[config.mk]
export PLATFORM = sky130hd
export DESIGN_NAME = decode_stage_pipelined_flat
export DESIGN_NICKNAME = d
export VERILOG_FILES = /design/src/rtl/decode_stage_pipelined_if.sv /design/src/rtl/decode_stage_pipelined.sv /design/src/flat_wrapper.sv
export SDC_FILE = /design/constraint.sdc
export NUM_CORES = 1
export LEC_CHECK = 0
export CAP_MARGIN = 20
export CORE_UTILIZATION = 45
export CTS_BUF_LIST = sky130_fd_sc_hd__clkbuf_2
export DETAILED_ROUTE_END_ITERATION = 10
export MAX_ROUTING_LAYER = met4
export PLACE_DENSITY = 0.67
export SETUP_SLACK_MARGIN = 0.05
export SYNTH_ARGS = -nofsm -noshare
export SYNTH_HDL_FRONTEND = slang
export SYNTH_SLANG_ARGS = --single-unit
[constraint.sdc]
create_clock -name clk -period 2.15 [get_ports clk]
set_input_delay 0.43 -clock clk [delete_from_list [all_inputs] [get_ports clk]]
set_output_delay 0.43 -clock clk [all_outputs]
set_load 0.01 [all_outputs]
[src/rtl/decode_stage_pipelined_if.sv]
// Decode-stage bus: fetch instruction, flush/hold controls, WB write port and ID/EX outputs.
interface decode_stage_pipelined_if #(
  parameter int DATA_W     = 16,
  parameter int REG_ADDR_W = 3
);
  logic                  in_valid;
  logic [15:0]           instruction;
  logic                  flush;
  logic                  ex_hold;
  logic                  wb_en;
  logic [REG_ADDR_W-1:0] wb_addr;
  logic [DATA_W-1:0]     wb_data;
  logic                  if_stall;
  logic                  ex_valid;
  logic [DATA_W-1:0]     ex_rs_data;
  logic [DATA_W-1:0]     ex_rt_data;
  logic [DATA_W-1:0]     ex_imm;
  logic [REG_ADDR_W-1:0] ex_dst;
  logic [3:0]            ex_alu_op;
  logic                  ex_wb;
  logic                  ex_mem_read;
  logic                  ex_mem_write;
  logic                  ex_imm_sel;
  logic                  ex_push;
  logic                  ex_pop;
  logic [1:0]            ex_jump_type;
  logic                  ex_jump;

  modport master (
    output in_valid, instruction, flush, ex_hold, wb_en, wb_addr, wb_data,
    input  if_stall, ex_valid, ex_rs_data, ex_rt_data, ex_imm, ex_dst, ex_alu_op,
           ex_wb, ex_mem_read, ex_mem_write, ex_imm_sel, ex_push, ex_pop,
           ex_jump_type, ex_jump
  );

  modport slave (
    input  in_valid, instruction, flush, ex_hold, wb_en, wb_addr, wb_data,
    output if_stall, ex_valid, ex_rs_data, ex_rt_data, ex_imm, ex_dst, ex_alu_op,
           ex_wb, ex_mem_read, ex_mem_write, ex_imm_sel, ex_push, ex_pop,
           ex_jump_type, ex_jump
  );
endinterface

[src/rtl/decode_stage_pipelined.sv]
// Decode stage: register file, opcode decode, load-use hazard detection and ID/EX register.
// Optional macro DECODE_BYPASS_EN: write-first bypass from the WB port to the operand reads.
module decode_stage_pipelined #(
  parameter int DATA_W     = 16,
  parameter int REG_ADDR_W = 3,
  parameter int IMM_W      = 8
) (
  input logic clk,
  input logic reset,
  decode_stage_pipelined_if.slave bus
);
  localparam int NUM_REGS = 2 ** REG_ADDR_W;

  typedef struct packed {
    logic                  valid;
    logic [DATA_W-1:0]     rs_data;
    logic [DATA_W-1:0]     rt_data;
    logic [DATA_W-1:0]     imm;
    logic [REG_ADDR_W-1:0] dst;
    logic [3:0]            alu_op;
    logic                  wb;
    logic                  mem_read;
    logic                  mem_write;
    logic                  imm_sel;
    logic                  push;
    logic                  pop;
    logic [1:0]            jump_type;
    logic                  jump;
  } idex_t;

  logic [DATA_W-1:0]     r_regs [NUM_REGS];
  idex_t                 r_idex;
  idex_t                 w_dec;
  logic [4:0]            w_opcode;
  logic [REG_ADDR_W-1:0] w_rs;
  logic [REG_ADDR_W-1:0] w_rt;
  logic                  w_reads_rs;
  logic                  w_reads_rt;
  logic                  w_hazard;
  logic [DATA_W-1:0]     w_rs_data;
  logic [DATA_W-1:0]     w_rt_data;

  assign w_opcode = bus.instruction[15:11];
  assign w_rs     = bus.instruction[8 +: REG_ADDR_W];
  assign w_rt     = bus.instruction[5 +: REG_ADDR_W];

  always_comb begin
    w_rs_data = r_regs[w_rs];
    w_rt_data = r_regs[w_rt];
`ifdef DECODE_BYPASS_EN
    if (bus.wb_en && (bus.wb_addr == w_rs)) w_rs_data = bus.wb_data;
    if (bus.wb_en && (bus.wb_addr == w_rt)) w_rt_data = bus.wb_data;
`endif
  end

  always_comb begin
    w_dec         = '0;
    w_reads_rs    = 1'b0;
    w_reads_rt    = 1'b0;
    w_dec.valid   = 1'b1;
    w_dec.rs_data = w_rs_data;
    w_dec.rt_data = w_rt_data;
    w_dec.imm     = DATA_W'(bus.instruction[IMM_W-1:0]);
    w_dec.dst     = w_rs;
    casez (w_opcode)
      5'b00000: ;
      5'b00???: begin
        w_dec.alu_op = w_opcode[3:0];
        w_dec.wb     = 1'b1;
        w_reads_rs   = 1'b1;
        w_reads_rt   = 1'b1;
      end
      5'b01???: begin
        w_dec.alu_op = w_opcode[3:0];
        w_dec.wb     = 1'b1;
        w_reads_rs   = 1'b1;
      end
      5'b10000: begin
        w_dec.wb      = 1'b1;
        w_dec.imm_sel = 1'b1;
      end
      5'b10001: begin
        w_dec.mem_read = 1'b1;
        w_dec.wb       = 1'b1;
        w_reads_rs     = 1'b1;
      end
      5'b10010: begin
        w_dec.mem_write = 1'b1;
        w_reads_rs      = 1'b1;
        w_reads_rt      = 1'b1;
      end
      5'b10011: begin
        w_dec.mem_write = 1'b1;
        w_dec.push      = 1'b1;
        w_reads_rs      = 1'b1;
      end
      5'b10100: begin
        w_dec.mem_read = 1'b1;
        w_dec.pop      = 1'b1;
        w_dec.wb       = 1'b1;
      end
      5'b110??: begin
        w_dec.jump      = 1'b1;
        w_dec.jump_type = w_opcode[1:0];
        w_reads_rs      = 1'b1;
      end
      default: ;
    endcase
  end

  // Only registers the incoming instruction really reads can create a load-use hazard.
  assign w_hazard = bus.in_valid & r_idex.valid & r_idex.mem_read & r_idex.wb &
                    ((w_reads_rs & (r_idex.dst == w_rs)) |
                     (w_reads_rt & (r_idex.dst == w_rt)));

  assign bus.if_stall = ~reset & ~bus.flush & (bus.ex_hold | w_hazard);

  always_ff @(posedge clk) begin
    if (reset) begin
      for (int unsigned i = 0; i < NUM_REGS; i++) r_regs[i] <= '0;
    end else if (bus.wb_en) begin
      r_regs[bus.wb_addr] <= bus.wb_data;
    end
  end

  always_ff @(posedge clk) begin
    if (reset || bus.flush) begin
      r_idex <= '0;
    end else if (bus.ex_hold) begin
      r_idex <= r_idex;
    end else if (w_hazard || !bus.in_valid) begin
      r_idex <= '0;
    end else begin
      r_idex <= w_dec;
    end
  end

  assign bus.ex_valid     = r_idex.valid;
  assign bus.ex_rs_data   = r_idex.rs_data;
  assign bus.ex_rt_data   = r_idex.rt_data;
  assign bus.ex_imm       = r_idex.imm;
  assign bus.ex_dst       = r_idex.dst;
  assign bus.ex_alu_op    = r_idex.alu_op;
  assign bus.ex_wb        = r_idex.wb;
  assign bus.ex_mem_read  = r_idex.mem_read;
  assign bus.ex_mem_write = r_idex.mem_write;
  assign bus.ex_imm_sel   = r_idex.imm_sel;
  assign bus.ex_push      = r_idex.push;
  assign bus.ex_pop       = r_idex.pop;
  assign bus.ex_jump_type = r_idex.jump_type;
  assign bus.ex_jump      = r_idex.jump;
endmodule

[src/flat_wrapper.sv]
// flat-port wrapper written by rule: the top's interface ports become plain ports
module decode_stage_pipelined_flat 
#(
  parameter int DATA_W     = 16,
  parameter int REG_ADDR_W = 3,
  parameter int IMM_W      = 8
)
  (clk, reset, bus_in_valid, bus_instruction, bus_flush, bus_ex_hold, bus_wb_en, bus_wb_addr, bus_wb_data, bus_if_stall, bus_ex_valid, bus_ex_rs_data, bus_ex_rt_data, bus_ex_imm, bus_ex_dst, bus_ex_alu_op, bus_ex_wb, bus_ex_mem_read, bus_ex_mem_write, bus_ex_imm_sel, bus_ex_push, bus_ex_pop, bus_ex_jump_type, bus_ex_jump);
  decode_stage_pipelined_if #(.DATA_W(DATA_W), .REG_ADDR_W(REG_ADDR_W)) bus_i ();
  input logic clk;
  input logic reset;
  input wire logic [$bits(bus_i.in_valid)-1:0] bus_in_valid;
  input wire logic [$bits(bus_i.instruction)-1:0] bus_instruction;
  input wire logic [$bits(bus_i.flush)-1:0] bus_flush;
  input wire logic [$bits(bus_i.ex_hold)-1:0] bus_ex_hold;
  input wire logic [$bits(bus_i.wb_en)-1:0] bus_wb_en;
  input wire logic [$bits(bus_i.wb_addr)-1:0] bus_wb_addr;
  input wire logic [$bits(bus_i.wb_data)-1:0] bus_wb_data;
  output wire logic [$bits(bus_i.if_stall)-1:0] bus_if_stall;
  output wire logic [$bits(bus_i.ex_valid)-1:0] bus_ex_valid;
  output wire logic [$bits(bus_i.ex_rs_data)-1:0] bus_ex_rs_data;
  output wire logic [$bits(bus_i.ex_rt_data)-1:0] bus_ex_rt_data;
  output wire logic [$bits(bus_i.ex_imm)-1:0] bus_ex_imm;
  output wire logic [$bits(bus_i.ex_dst)-1:0] bus_ex_dst;
  output wire logic [$bits(bus_i.ex_alu_op)-1:0] bus_ex_alu_op;
  output wire logic [$bits(bus_i.ex_wb)-1:0] bus_ex_wb;
  output wire logic [$bits(bus_i.ex_mem_read)-1:0] bus_ex_mem_read;
  output wire logic [$bits(bus_i.ex_mem_write)-1:0] bus_ex_mem_write;
  output wire logic [$bits(bus_i.ex_imm_sel)-1:0] bus_ex_imm_sel;
  output wire logic [$bits(bus_i.ex_push)-1:0] bus_ex_push;
  output wire logic [$bits(bus_i.ex_pop)-1:0] bus_ex_pop;
  output wire logic [$bits(bus_i.ex_jump_type)-1:0] bus_ex_jump_type;
  output wire logic [$bits(bus_i.ex_jump)-1:0] bus_ex_jump;
  assign bus_i.in_valid = bus_in_valid;
  assign bus_i.instruction = bus_instruction;
  assign bus_i.flush = bus_flush;
  assign bus_i.ex_hold = bus_ex_hold;
  assign bus_i.wb_en = bus_wb_en;
  assign bus_i.wb_addr = bus_wb_addr;
  assign bus_i.wb_data = bus_wb_data;
  assign bus_if_stall = bus_i.if_stall;
  assign bus_ex_valid = bus_i.ex_valid;
  assign bus_ex_rs_data = bus_i.ex_rs_data;
  assign bus_ex_rt_data = bus_i.ex_rt_data;
  assign bus_ex_imm = bus_i.ex_imm;
  assign bus_ex_dst = bus_i.ex_dst;
  assign bus_ex_alu_op = bus_i.ex_alu_op;
  assign bus_ex_wb = bus_i.ex_wb;
  assign bus_ex_mem_read = bus_i.ex_mem_read;
  assign bus_ex_mem_write = bus_i.ex_mem_write;
  assign bus_ex_imm_sel = bus_i.ex_imm_sel;
  assign bus_ex_push = bus_i.ex_push;
  assign bus_ex_pop = bus_i.ex_pop;
  assign bus_ex_jump_type = bus_i.ex_jump_type;
  assign bus_ex_jump = bus_i.ex_jump;
  decode_stage_pipelined #(.DATA_W(DATA_W), .REG_ADDR_W(REG_ADDR_W), .IMM_W(IMM_W)) u_core (.clk(clk), .reset(reset), .bus(bus_i));
endmodule
==> Flow_metrics.wiki, run 1 <==
{| class="wikitable"
! Metric !! Value
|-
| Mapped Avg Cell Area || 14.7 um2
|-
| TritonCTS clock tree || yes
|-
| HPWL after detailed placement || 14,200 um
|-
| Delay of the slowest critical-path stage || 420 ps
|-
| Final hold slack || 271 ps
|-
| Area of the die || 20,400 um2
|-
| Worst slew margin relative to its limit || 53.8%
|-
| Total number of placement rows || 51
|-
| Fin. max-slew vios || 0
|-
| Crit-path slowest cell || sky130_fd_sc_hd__dfxtp_4
|-
| Final clock period utilization by the worst path || 118%
|-
| Top_reg_cell synth || sky130_fd_sc_hd__edfxtp_1
|-
| Hold/Removal Path Class || in -> reg
|-
| Mapped Cells || 607
|-
| Synth area leaders || sky130_fd_sc_hd__edfxtp_1 43%, sky130_fd_sc_hd__mux4_2 16%, sky130_fd_sc_hd__dfxtp_1 13%
|-
| Worst Setup SP || u_core.bus.ex_dst[1]$_SDFFE_PN0N_
|-
| Number of top-level pins || 107
|-
| Synth area leader || sky130_fd_sc_hd__edfxtp_1
|-
| Die Span X || 143 um
|-
| Post-Route WL || 21,700 um
|-
| Overall track demand over capacity in global routing || 23.2%
|-
| Endpoint of the worst setup timing path || bus_if_stall
|-
| Number of buffers added on ports || 98
|-
| Category of the worst setup path launch point || register
|-
| Synth Warn # || 0
|-
| Average routed wire per standard cell || 21.0 um
|-
| Clock network latency to the later pin of the worst-skew pair || 760 ps
|-
| Worst reg2reg path endpoint || u_core.bus.ex_mem_read$_SDFFE_PN0N_
|-
| Routed length on met3 || 1230 um
|-
| Post-route total power || 6840 uW
|-
| Depth of the worst register-to-register path || 7
|-
| Highest metal layer used by the detailed router || met4
|-
| Clk pin slew, worst setup/hold paths || 240 ps
|-
| Drt first-iter violations || 359
|-
| Via count of the first global-routing pass || 5,745
|-
| Clock Sink Count || 185
|-
| Max Freq || 394 MHz
|-
| Fraction of final layout cells with drive strength greater than 1 || 36.8%
|-
| Global-route wire length before repair || 32,700 um
|-
| Combinational family with the most area after synthesis || multiplexers
|-
| Adder-cell share of the synthesized area || 0%
|-
| Library cell used as clock root buffer || sky130_fd_sc_hd__clkbuf_2
|-
| Met1 Routed Length || 8710 um
|-
| Maximum VDD drop || 0.316 mV
|-
| Relative area change from synthesis to final layout || 22.8%
|-
| Critical-path cell list || xor2_4 > nor4_4 > a21o_2 > a21oi_2 > nor3_2 > buf_2
|-
| Share of cell area taken by muxes after synthesis || 19.9%
|-
| Total number of vias || 5,542
|-
| Post-route DRC || 0
|-
| Sequential area share after synthesis || 55.9%
|-
| Final Skew || 37.7 ps
|-
| Final critical-path required period || 2540 ps
|-
| Number of buffers on the longest clock path || 2
|-
| Count of nets left with antenna violations after detail routing || 0
|-
| Post-synth EDFFs || 128
|-
| Maximum number of pins on one net before global-route repair || 42
|-
| Transition time at the pin with the least slew margin || 693 ps
|-
| Failing checks || setup timing
|-
| Synth unique cells || 41
|-
| Fraction of the mapped netlist area in simple logic gates || 13.6%
|-
| Proportion of register bits with asynchronous set or reset after synthesis || 0%
|-
| Number of inserted filler cells in the final layout || 1,577
|-
| Top post-synthesis cells by count || 129 x sky130_fd_sc_hd__and2_1, 128 x sky130_fd_sc_hd__edfxtp_1, 64 x sky130_fd_sc_hd__mux4_2
|-
| Worst reg-to-reg setup slack || 320 ps
|-
| Syn Std Cell Area || 8910 um2
|-
| Setup repair after global routing missed its margin || true
|-
| Number of register bits inferred by synthesis || 185
|-
| Maximum fanout encountered on the critical timing path || 3
|-
| Met2 Wirelength || 11,400 um
|-
| Status || finished with violations
|-
| Reg-to-Reg Start || u_core.bus.ex_dst[2]$_SDFFE_PN0N_
|-
| Vert. Die Dim || 143 um
|-
| Via density per instance || 5.36
|-
| Detailed-router iteration count before antenna repair || 4
|-
| Worst setup margin || -386 ps
|-
| Antenna violations before repair || 1
|-
| Capturing element type of the critical path || output port
|-
| Class of the most critical setup path || reg -> out
|-
| Endpoint arrival time on the critical path || 2110 ps
|-
| Setup Viol. Count Final || 1
|-
| Count of nets after finishing || 795
|-
| Synthesized-area fraction occupied by ao, oa, aoi and oai cells || 6.67%
|-
| Share of Yosys cell area claimed by the top area cell type || 43.1%
|-
| Most used standard cell by instance count after synthesis || sky130_fd_sc_hd__and2_1
|-
| Data required time at the worst endpoint || 1720 ps
|-
| Routability congestion estimate || 0.838
|-
| XOR/XNOR share of the synthesized area || 0.674%
|-
| Number of buffers inserted during clock tree synthesis || 17
|-
| Total congestion overflow after global routing || 0
|-
| Initial cell density of the core || 45.8%
|-
| Pwr dens || 625 nW/um2
|-
| Number of violations of the max-capacitance limit || 0
|-
| Leakage power total || 0.00427 uW
|-
| Hold Fails Final Rpt || 0
|-
| Core area || 19,500 um2
|-
| Maximum level of the CTS H-tree || 4
|}
-- cell usage in the layout (no fill, tap or decap), types with 4 or more instances in the layout --
| cell type | count |
|---|---|
| sky130_fd_sc_hd__or2_2 | 9 |
| sky130_fd_sc_hd__xor2_1 | 4 |
| sky130_fd_sc_hd__dlygate4sd2_1 | 55 |
| sky130_fd_sc_hd__nand2_1 | 36 |
| sky130_fd_sc_hd__nor3_2 | 4 |
| sky130_fd_sc_hd__a32o_1 | 11 |
| sky130_fd_sc_hd__buf_12 | 12 |
| sky130_fd_sc_hd__conb_1 | 8 |
| sky130_fd_sc_hd__mux2i_1 | 32 |
| sky130_fd_sc_hd__clkbuf_2 | 17 |
| sky130_fd_sc_hd__dfxtp_2 | 50 |
| sky130_fd_sc_hd__and2_1 | 128 |
| sky130_fd_sc_hd__o21ai_2 | 30 |
| sky130_fd_sc_hd__edfxtp_1 | 128 |
| sky130_fd_sc_hd__dfxtp_1 | 4 |
| sky130_fd_sc_hd__mux4_2 | 64 |
| sky130_fd_sc_hd__a22o_1 | 12 |
| sky130_fd_sc_hd__clkdlybuf4s50_1 | 38 |
| sky130_fd_sc_hd__o21ai_0 | 4 |
| sky130_fd_sc_hd__nor2_1 | 9 |
| sky130_fd_sc_hd__buf_4 | 59 |
-- how the worst min path moves through the flow --
| stage | start | end | slack [ps] | depth (start not counted) |
|---|---|---|---|---|
| 6_report | bus_instruction[0] | u_core.bus.ex_imm[0]$_SDFFE_PN0N_ | 270 | 2 |
| 5_1_grt | bus_instruction[1] | u_core.bus.ex_imm[1]$_SDFFE_PN0N_ | 210 | 2 |
| 4_1_cts | bus_instruction[0] | u_core.bus.ex_imm[0]$_SDFFE_PN0N_ | 200 | 2 |
| 3_5_place_dp | u_core.bus.ex_rs_data[5]$_SDFFE_PN0N_ | u_core.bus.ex_rs_data[5]$_SDFFE_PN0N_ | 440 | 2 |
| 3_3_place_gp | u_core.bus.ex_rs_data[5]$_SDFFE_PN0N_ | u_core.bus.ex_rs_data[5]$_SDFFE_PN0N_ | 440 | 2 |
| 2_1_floorplan | u_core.bus.ex_rt_data[15]$_SDFFE_PN0N_ | u_core.bus.ex_rt_data[15]$_SDFFE_PN0N_ | 480 | 2 |
-- state kept, by name (all words and copies together), names as in the netlist, 2 cells and up --
register / flops
u_core.bus.ex_imm: 8
u_core.bus.ex_dst: 3
u_core.bus.ex_rt_data: 16
u_core.bus.ex_jump_type: 2
u_core.r_regs: 128
u_core.bus.ex_rs_data: 16
u_core.bus.ex_alu_op: 4
-- routing by layer --
layer  track usage (%)  vias up
met3              4.26       26
li1                  -     2568
met5                 -        -
met4              7.47        0
met1              26.7     2779
met2              40.9      169
-- power by group --
part,switching (uW),internal [uW],leakage (uW)
registers,83.8,3980,0.00171
logic,448,489,0.00241
clock network,1190,650,0.000146
-- cell families (layout without fill, tap and decap cells) --
family                 Yosys count  count (layout)
flip-flops                     185             185
AND/OR/NAND/NOR                201             201
multiplexers                    97              97
AO/OA/AOI/OAI                   67              67
other                            1               9
buffers and inverters           50             203
XOR/XNOR                         6               6
-- what timing repair did --
item	4_1_cts	5_1_grt
pin swaps	4	5
hold buffers	0	0
endpoints found under the setup margin	58	3
buffers inserted	6	1
gates resized for setup	120	4
-- through the flow --
stage                     util [%]  instance area, um2  TNS (ps)  cells  worst slack (ps)
after floorplan                  -                8940         0    614               221
after global placement        54.5               10600    -14210    993              -532
after detailed placement      54.5               10600    -15660    993              -557
after CTS                     56.1               10900      -491   1031              -491
after global routing          56.2               10900      -571   1033              -571
final                         56.2               10900      -386   1033              -386
-- worst max-delay path: cells and delay by family, from the launching register on --
family	cells	cell delay, ps
and+or+nand+nor	2	400
xor gates and xnor gates	1	150
buffers and inverters	1	160
DFF	1	420
AOI/OAI and AO/OA	2	240
-- final cells by class --
cell class / count / area (um2) / share of cell area (%)
Timing Repair Buffer: 169 / 1580 / 14.4
Tap cell: 265 / 332 / 3.03
Antenna cell: 1 / 2.50 / 0.0229
Inverter: 2 / 7.51 / 0.0686
Sequential cell: 185 / 5060 / 46.2
Clock inverter: 15 / 174 / 1.59
Clock buffer: 17 / 85.1 / 0.777
Multi-Input combinational cell: 379 / 3710 / 33.9
Power figures use the tool's default switching activity.
==> run 2, diff against run 1 <==
--- a/config.mk
+++ b/config.mk
@@ -6,6 +6,7 @@
 export NUM_CORES = 1
 export LEC_CHECK = 0
 export CAP_MARGIN = 20
+export CORE_MARGIN = 5
 export CORE_UTILIZATION = 45
 export CTS_BUF_LIST = sky130_fd_sc_hd__clkbuf_2
 export DETAILED_ROUTE_END_ITERATION = 10
==> run 2 against run 1 <==
Against the previous run:
- the flow still finishes with violations (setup timing)
- routed wire length rose by 0.10%
- flip-flop and latch count did not move
- maximum frequency rose by 1.5%
- worst hold slack improved by 3.4 ps
- global-route usage fell by 2.8 points
- clock skew barely moved
- sequential power barely moved
- power fell by 2.1%
- critical path type unchanged
- highest routed layer unchanged
==> Flow_metrics.wiki, run 2 (synthesis gave the netlist of run 1 again) <==
{| class="wikitable"
! Metric !! Value
|-
| Final hold slack || 274 ps (+3.39 ps)
|-
| Setup repair after global routing missed its margin || true
|-
| Fin. max-slew vios || 0 (unchanged)
|-
| Global-route wire length before repair || 33,500 um (+2.3%)
|-
| Data required time at the worst endpoint || 1720 ps (about the same)
|-
| Count of nets left with antenna violations after detail routing || 0 (unchanged)
|-
| Class of the most critical setup path || reg -> out
|-
| Final Skew || 37.5 ps (-0.182 ps)
|-
| Count of nets after finishing || 787 (-1.0%)
|-
| Number of flip-flops in the largest register || 128 (unchanged)
|-
| Overall track demand over capacity in global routing || 20.4% (-2.8 points)
|-
| HPWL after detailed placement || 14,100 um (-0.32%)
|-
| Number of buffers on the longest clock path || 2 (unchanged)
|-
| Pwr dens || 618 nW/um2 (-1.2%)
|-
| Non-filler cells, final || 1,026 (-0.68%)
|-
| Post-route DRC || 0 (unchanged)
|-
| Max Freq || 400 MHz (+1.5%)
|-
| Die Span X || 151 um (+5.6%)
|-
| Worst slew margin relative to its limit || 53.9% (about the same)
|-
| Via count of the first global-routing pass || 5,832 (+1.5%)
|-
| Capturing element type of the critical path || output port
|-
| Library cell used as clock root buffer || sky130_fd_sc_hd__clkbuf_2
|-
| Status || finished with violations
|-
| Number of placed instances with taps included || 988 (-0.50%)
|-
| Leakage power total || 0.00422 uW (-1.1%)
|-
| Hold Fails Final Rpt || 0 (unchanged)
|-
| Average routed wire per standard cell || 21.1 um (+0.78%)
|-
| Total number of placement rows || 51 (unchanged)
|-
| Maximum fanout encountered on the critical timing path || 3 (unchanged)
|-
| Vert. Die Dim || 151 um (+5.6%)
|-
| Number of top-level pins || 107 (unchanged)
|-
| Number of buffers inserted during clock tree synthesis || 17 (unchanged)
|-
| Category of the worst setup path launch point || register
|-
| Core area || 19,500 um2 (unchanged)
|-
| Worst setup margin || -348 ps (+38.0 ps)
|-
| Final critical-path required period || 2500 ps (-38.0 ps)
|-
| Largest reg by FF count || u_core.r_regs
|-
| Switching power || 1700 uW (-1.5%)
|-
| Post-route setup TNS || -348 ps (+38.0 ps)
|-
| Area of the die || 22,700 um2 (+12%)
|-
| Maximum VDD drop || 0.262 mV (-17%)
|-
| Hold/Removal Path Class || in -> reg
|-
| Final clock period utilization by the worst path || 116% (-1.8 points)
|-
| Comb power frac || 13.6% (about the same)
|-
| Number of buffers added on ports || 98 (unchanged)
|-
| Most frequent cells in the layout || 128 x sky130_fd_sc_hd__and2_1, 128 x sky130_fd_sc_hd__edfxtp_1, 64 x sky130_fd_sc_hd__mux4_2
|-
| Endpoint arrival time on the critical path || 2070 ps (-40 ps)
|-
| Fraction of final layout cells with drive strength greater than 1 || 34.4% (-2.4 points)
|-
| Detailed-router iteration count before antenna repair || 5 (+1)
|-
| Sequential share of power || 60.7% (+1.3 points)
|-
| Part of the total power dissipated in the clock network || 25.7% (-1.2 points)
|-
| Total number of vias || 5,558 (+0.29%)
|-
| Clk pin slew, worst setup/hold paths || 250 ps (about the same)
|-
| Routability congestion estimate || 0.837 (-0.11%)
|-
| Drt first-iter violations || 431 (+20%)
|-
| Post-Route WL || 21,700 um (+0.10%)
|-
| Number of violations of the max-capacitance limit || 0 (unchanged)
|-
| TritonCTS clock tree || yes
|-
| Initial cell density of the core || 45.8% (unchanged)
|-
| Maximum level of the CTS H-tree || 4 (unchanged)
|-
| Total congestion overflow after global routing || 0 (unchanged)
|-
| Internal power of the cells || 5000 uW (-2.3%)
|-
| Via density per instance || 5.42 (+0.97%)
|-
| Transition time at the pin with the least slew margin || 692 ps (-0.674 ps)
|-
| Clock network latency to the later pin of the worst-skew pair || 730 ps (-30 ps)
|-
| Antenna violations before repair || 2 (+1)
|-
| Maximum number of pins on one net before global-route repair || 57 (+36%)
|-
| Switch share || 25.4% (+0.17 points)
|-
| Relative area change from synthesis to final layout || 21.6%
|-
| Failing checks || setup timing
|-
| Clock Sink Count || 185 (unchanged)
|-
| Setup Viol. Count Final || 1 (unchanged)
|}
## run 2: timing repair
item,4_1_cts,5_1_grt
resized for setup,107,1
setup endpoints to repair,58,1
hold buffers,0,0
setup buffers,4,0
pin swaps,2,1
hold endpoints to repair,0,0
## run 2: metrics by stage
stage	worst slack (ps)	power, uW	util, %	instance area [um2]
final	-348	6700	55.7	10800
after global routing	-512	6980	55.7	10800
after CTS	-439	6760	55.6	10800
after detailed placement	-526	5080	54.3	10600
after global placement	-545	5050	54.3	10600
after floorplan	221	4670	-	8940
## run 2: critical path: stages, from the launching register on
cell                      delay (ps)
sky130_fd_sc_hd__dfxtp_4         420
sky130_fd_sc_hd__xor2_2          150
sky130_fd_sc_hd__nor4_4          270
sky130_fd_sc_hd__a21o_2          190
sky130_fd_sc_hd__a21oi_2          60
sky130_fd_sc_hd__nor3_2          100
sky130_fd_sc_hd__buf_2           150
## run 2: area by class of cell
class,instances,area [um2]
Fill cell,1610,8620
Sequential cell,185,5040
Multi-Input combinational cell,379,3680
Timing Repair Buffer,161,1530
Tap cell,265,332
Clock inverter,14,149
Clock buffer,18,90.1
Inverter,2,7.51
Antenna cell,2,5.00
## run 2: metal layers
metal	vias to the layer above	GRT usage [%]	wire, um
met5	-	-	0
met4	0	4.53	176
met3	13	3.70	1120
met2	159	36.1	11500
met1	2832	24.5	8930
li1	2554	-	-
## run 2: power groups by stage
stage | Sequential (uW) | Combinational (uW) | Clock [uW]
floorplan | 4120 | 543 | 0
finish | 4070 | 912 | 1720
global placement | 4130 | 921 | 0
detailed placement | 4140 | 935 | 0
global route | 4090 | 977 | 1920
CTS | 4070 | 923 | 1770
## run 2: path summary, 6_finish.rpt
path,start,slack [ps],cells after the start,to
worst max-delay path,u_core.bus.ex_dst[1]$_SDFFE_PN0N_,-350,6,bus_if_stall
worst min-delay path,bus_instruction[4],270,2,u_core.bus.ex_imm[4]$_SDFFE_PN0N_
worst max register to register,u_core.bus.ex_dst[1]$_SDFFE_PN0N_,310,7,u_core.bus.ex_rt_data[13]$_SDFFE_PN0N_
worst min register to register,u_core.bus.ex_rs_data[0]$_SDFFE_PN0N_,470,2,u_core.bus.ex_rs_data[0]$_SDFFE_PN0N_
==> run 3, diff against run 2 <==
--- a/config.mk
+++ b/config.mk
@@ -6,7 +6,7 @@
 export NUM_CORES = 1
 export LEC_CHECK = 0
 export CAP_MARGIN = 20
-export CORE_MARGIN = 5
+export CORE_MARGIN = 1.5
 export CORE_UTILIZATION = 45
 export CTS_BUF_LIST = sky130_fd_sc_hd__clkbuf_2
 export DETAILED_ROUTE_END_ITERATION = 10
==> run 3 against run 2 <==
Against the previous run:
- the run still ends with setup timing left
- power rose by 0.13%
- routed wire length grew 3.5%
- worst hold slack worse by 31 ps
- worst setup slack worse by 98 ps
- flip-flop and latch count stayed put
- utilization shrank 0.33 points
- sequential share of layout area increased by 0.37 points
- maximum frequency is 3.8% lower
- die area shrank 9.1%
- sequential power about the same
- global-route usage increased by 2.9 points
- first-iteration DRC count shrank 16%
==> Flow_metrics.wiki, run 3 (synthesis gave the netlist of run 1 again) <==
{| class="wikitable"
! Metric !! Value
|-
| Status || finished with violations
|-
| Failing checks || setup timing
|-
| Depth of the worst register-to-register path || 6 (-1)
|-
| Internal power of the cells || 4890 uW (-2.2%)
|-
| Most frequent cells in the layout || 128 x sky130_fd_sc_hd__and2_1, 128 x sky130_fd_sc_hd__edfxtp_1, 64 x sky130_fd_sc_hd__mux4_2
|-
| Post-route total power || 6710 uW (+0.13%)
|-
| Endpoint arrival time on the critical path || 2170 ps (+100 ps)
|-
| Drt first-iter violations || 361 (-16%)
|-
| Clock Sink Count || 185 (unchanged)
|-
| Worst reg2reg path endpoint || u_core.bus.ex_rs_data[9]$_SDFFE_PN0N_
|-
| Maximum VDD drop || 0.315 mV (+20%)
|-
| Area of the die || 20,700 um2 (-9.1%)
|-
| Data required time at the worst endpoint || 1720 ps (about the same)
|-
| Number of violations of the max-capacitance limit || 0 (unchanged)
|-
| Post-route DRC || 0 (unchanged)
|-
| Number of buffers on the longest clock path || 2 (unchanged)
|-
| Number of buffers inserted during clock tree synthesis || 17 (unchanged)
|-
| Vert. Die Dim || 144 um (-4.6%)
|-
| Initial cell density of the core || 45.8% (unchanged)
|-
| Number of buffers added on ports || 98 (unchanged)
|-
| Number of top-level pins || 107 (unchanged)
|-
| Maximum number of pins on one net before global-route repair || 52 (-8.8%)
|-
| Crit-path slowest cell || sky130_fd_sc_hd__dfxtp_2
|-
| Antenna violations before repair || 1 (-1)
|-
| Fraction of final layout cells with drive strength greater than 1 || 35.8% (+1.4 points)
|-
| Count of nets after finishing || 791 (+0.51%)
|-
| Final Skew || 26.5 ps (-11.0 ps)
|-
| Hold/Removal Path Class || in -> reg
|-
| Setup repair after global routing missed its margin || true
|-
| Hold bufs inserted after CTS || 0 (unchanged)
|-
| Total number of placement rows || 51 (unchanged)
|-
| Core area || 19,500 um2 (unchanged)
|-
| Comb power frac || 13.5% (about the same)
|-
| Via count of the first global-routing pass || 5,967 (+2.3%)
|-
| Final critical-path required period || 2600 ps (+97.7 ps)
|-
| Switch share || 27.1% (+1.7 points)
|-
| Non-filler cells, final || 1,029 (+0.29%)
|-
| Post-Route WL || 22,400 um (+3.5%)
|-
| Cell count of the worst hold path || 2 (unchanged)
|-
| Transition time at the pin with the least slew margin || 698 ps (+5.82 ps)
|-
| Via density per instance || 5.49 (+1.4%)
|-
| Worst reg-to-reg setup slack || 350 ps (+40 ps)
|-
| Clock network latency to the later pin of the worst-skew pair || 770 ps (+40 ps)
|-
| Setup Viol. Count Final || 2 (+1)
|-
| Number of flip-flops in the largest register || 128 (unchanged)
|-
| Max Freq || 385 MHz (-3.8%)
|-
| Total congestion overflow after global routing || 0 (unchanged)
|-
| TritonCTS clock tree || yes
|-
| Maximum level of the CTS H-tree || 4 (unchanged)
|-
| HPWL after detailed placement || 14,900 um (+5.2%)
|-
| Post-route setup TNS || -563 ps (-215 ps)
|-
| Detailed-router iteration count before antenna repair || 5 (unchanged)
|-
| Routability congestion estimate || 0.860 (+2.7%)
|-
| Hold Fails Final Rpt || 0 (unchanged)
|-
| Average routed wire per standard cell || 21.8 um (+3.2%)
|-
| Hold path endpoint || u_core.bus.ex_imm[0]$_SDFFE_PN0N_
|-
| Leakage power total || 0.00420 uW (-0.61%)
|-
| Total number of vias || 5,652 (+1.7%)
|-
| Kind of cell adding the most delay to the critical path || simple AND/OR/NAND/NOR gates
|-
| Number of placed instances with taps included || 990 (+0.20%)
|-
| Final clock period utilization by the worst path || 121% (+4.5 points)
|-
| Fin. max-slew vios || 0 (unchanged)
|-
| Relative area change from synthesis to final layout || 20.9%
|-
| Reg-to-Reg Start || u_core.bus.ex_dst[0]$_SDFFE_PN0N_
|-
| Startpoint of the worst hold path || bus_instruction[0]
|-
| Delay of the slowest critical-path stage || 400 ps (-20 ps)
|-
| Largest reg by FF count || u_core.r_regs
|-
| Die Span X || 144 um (-4.6%)
|-
| Count of nets left with antenna violations after detail routing || 0 (unchanged)
|-
| Pwr dens || 622 nW/um2 (+0.72%)
|-
| Sequential share of power || 60.8% (about the same)
|-
| Part of the total power dissipated in the clock network || 25.7% (about the same)
|-
| Overall track demand over capacity in global routing || 23.3% (+2.9 points)
|-
| Worst slew margin relative to its limit || 53.5% (-0.39 points)
|-
| Final hold slack || 243 ps (-31.2 ps)
|-
| Global-route wire length before repair || 33,800 um (+1.1%)
|-
| Critical-path cell list || xor2_1 > nor4_4 > a21o_2 > a21oi_1 > nor3_1 > buf_2
|-
| Total buffers and inverters traversed by the critical path || 1 (unchanged)
|-
| Category of the worst setup path launch point || register
|-
| Library cell used as clock root buffer || sky130_fd_sc_hd__clkbuf_2
|-
| Capturing element type of the critical path || output port
|-
| Final design utilization || 55.4% (-0.33 points)
|-
| Worst setup margin || -445 ps (-97.7 ps)
|-
| Clk pin slew, worst setup/hold paths || 260 ps (about the same)
|-
| Maximum fanout encountered on the critical timing path || 3 (unchanged)
|-
| Class of the most critical setup path || reg -> out
|-
| Switching power || 1810 uW (+6.8%)
|}
## run 3: timing repair
| action | 4_1_cts | 5_1_grt |
|---|---|---|
| buffers inserted | 6 | 0 |
| endpoints found under the hold margin | 0 | 0 |
| setup endpoints to repair | 58 | 4 |
| resized for setup | 113 | 2 |
| pin swaps | 2 | 0 |
## run 3: power groups by stage
stage	sequential [uW]	clock (uW)	combinational, uW
CTS	4070	1750	913
finish	4080	1720	908
global route	4100	1890	965
global placement	4130	0	901
detailed placement	4150	0	922
floorplan	4120	0	543
## run 3: cell type report
type                            instances  area, um2
Fill cell                            1633       8690
Sequential cell                       185       5050
Multi-Input combinational cell        379       3670
Timing Repair Buffer                  165       1480
Tap cell                              265        332
Clock inverter                         15        145
Clock buffer                           17       85.1
Inverter                                2       7.51
Antenna cell                            1       2.50
## run 3: per-stage QoR
step	cell area, um2	setup WS, ps
after floorplan	8940	221
after global routing	10800	-620
final	10800	-445
after detailed placement	10500	-554
after global placement	10500	-520
after CTS	10800	-489
## run 3: how the worst max path moves through the flow
stage,from,endpoint,slack [ps],cells after the start
floorplan,bus_instruction[6],bus_if_stall,220,6
global placement,bus_instruction[14],bus_if_stall,-520,6
detailed placement,bus_instruction[14],bus_if_stall,-550,6
CTS,u_core.bus.ex_dst[0]$_SDFFE_PN0N_,bus_if_stall,-490,6
global route,u_core.bus.ex_dst[0]$_SDFFE_PN0N_,bus_if_stall,-620,6
finish,u_core.bus.ex_dst[0]$_SDFFE_PN0N_,bus_if_stall,-450,6
## run 3: metal layers
layer	vias up	track usage, %	wire length, um
li1	2553	-	-
met1	2905	27.4	9330
met2	164	41.2	11700
met3	30	3.80	1040
met4	0	6.93	327
met5	-	-	0
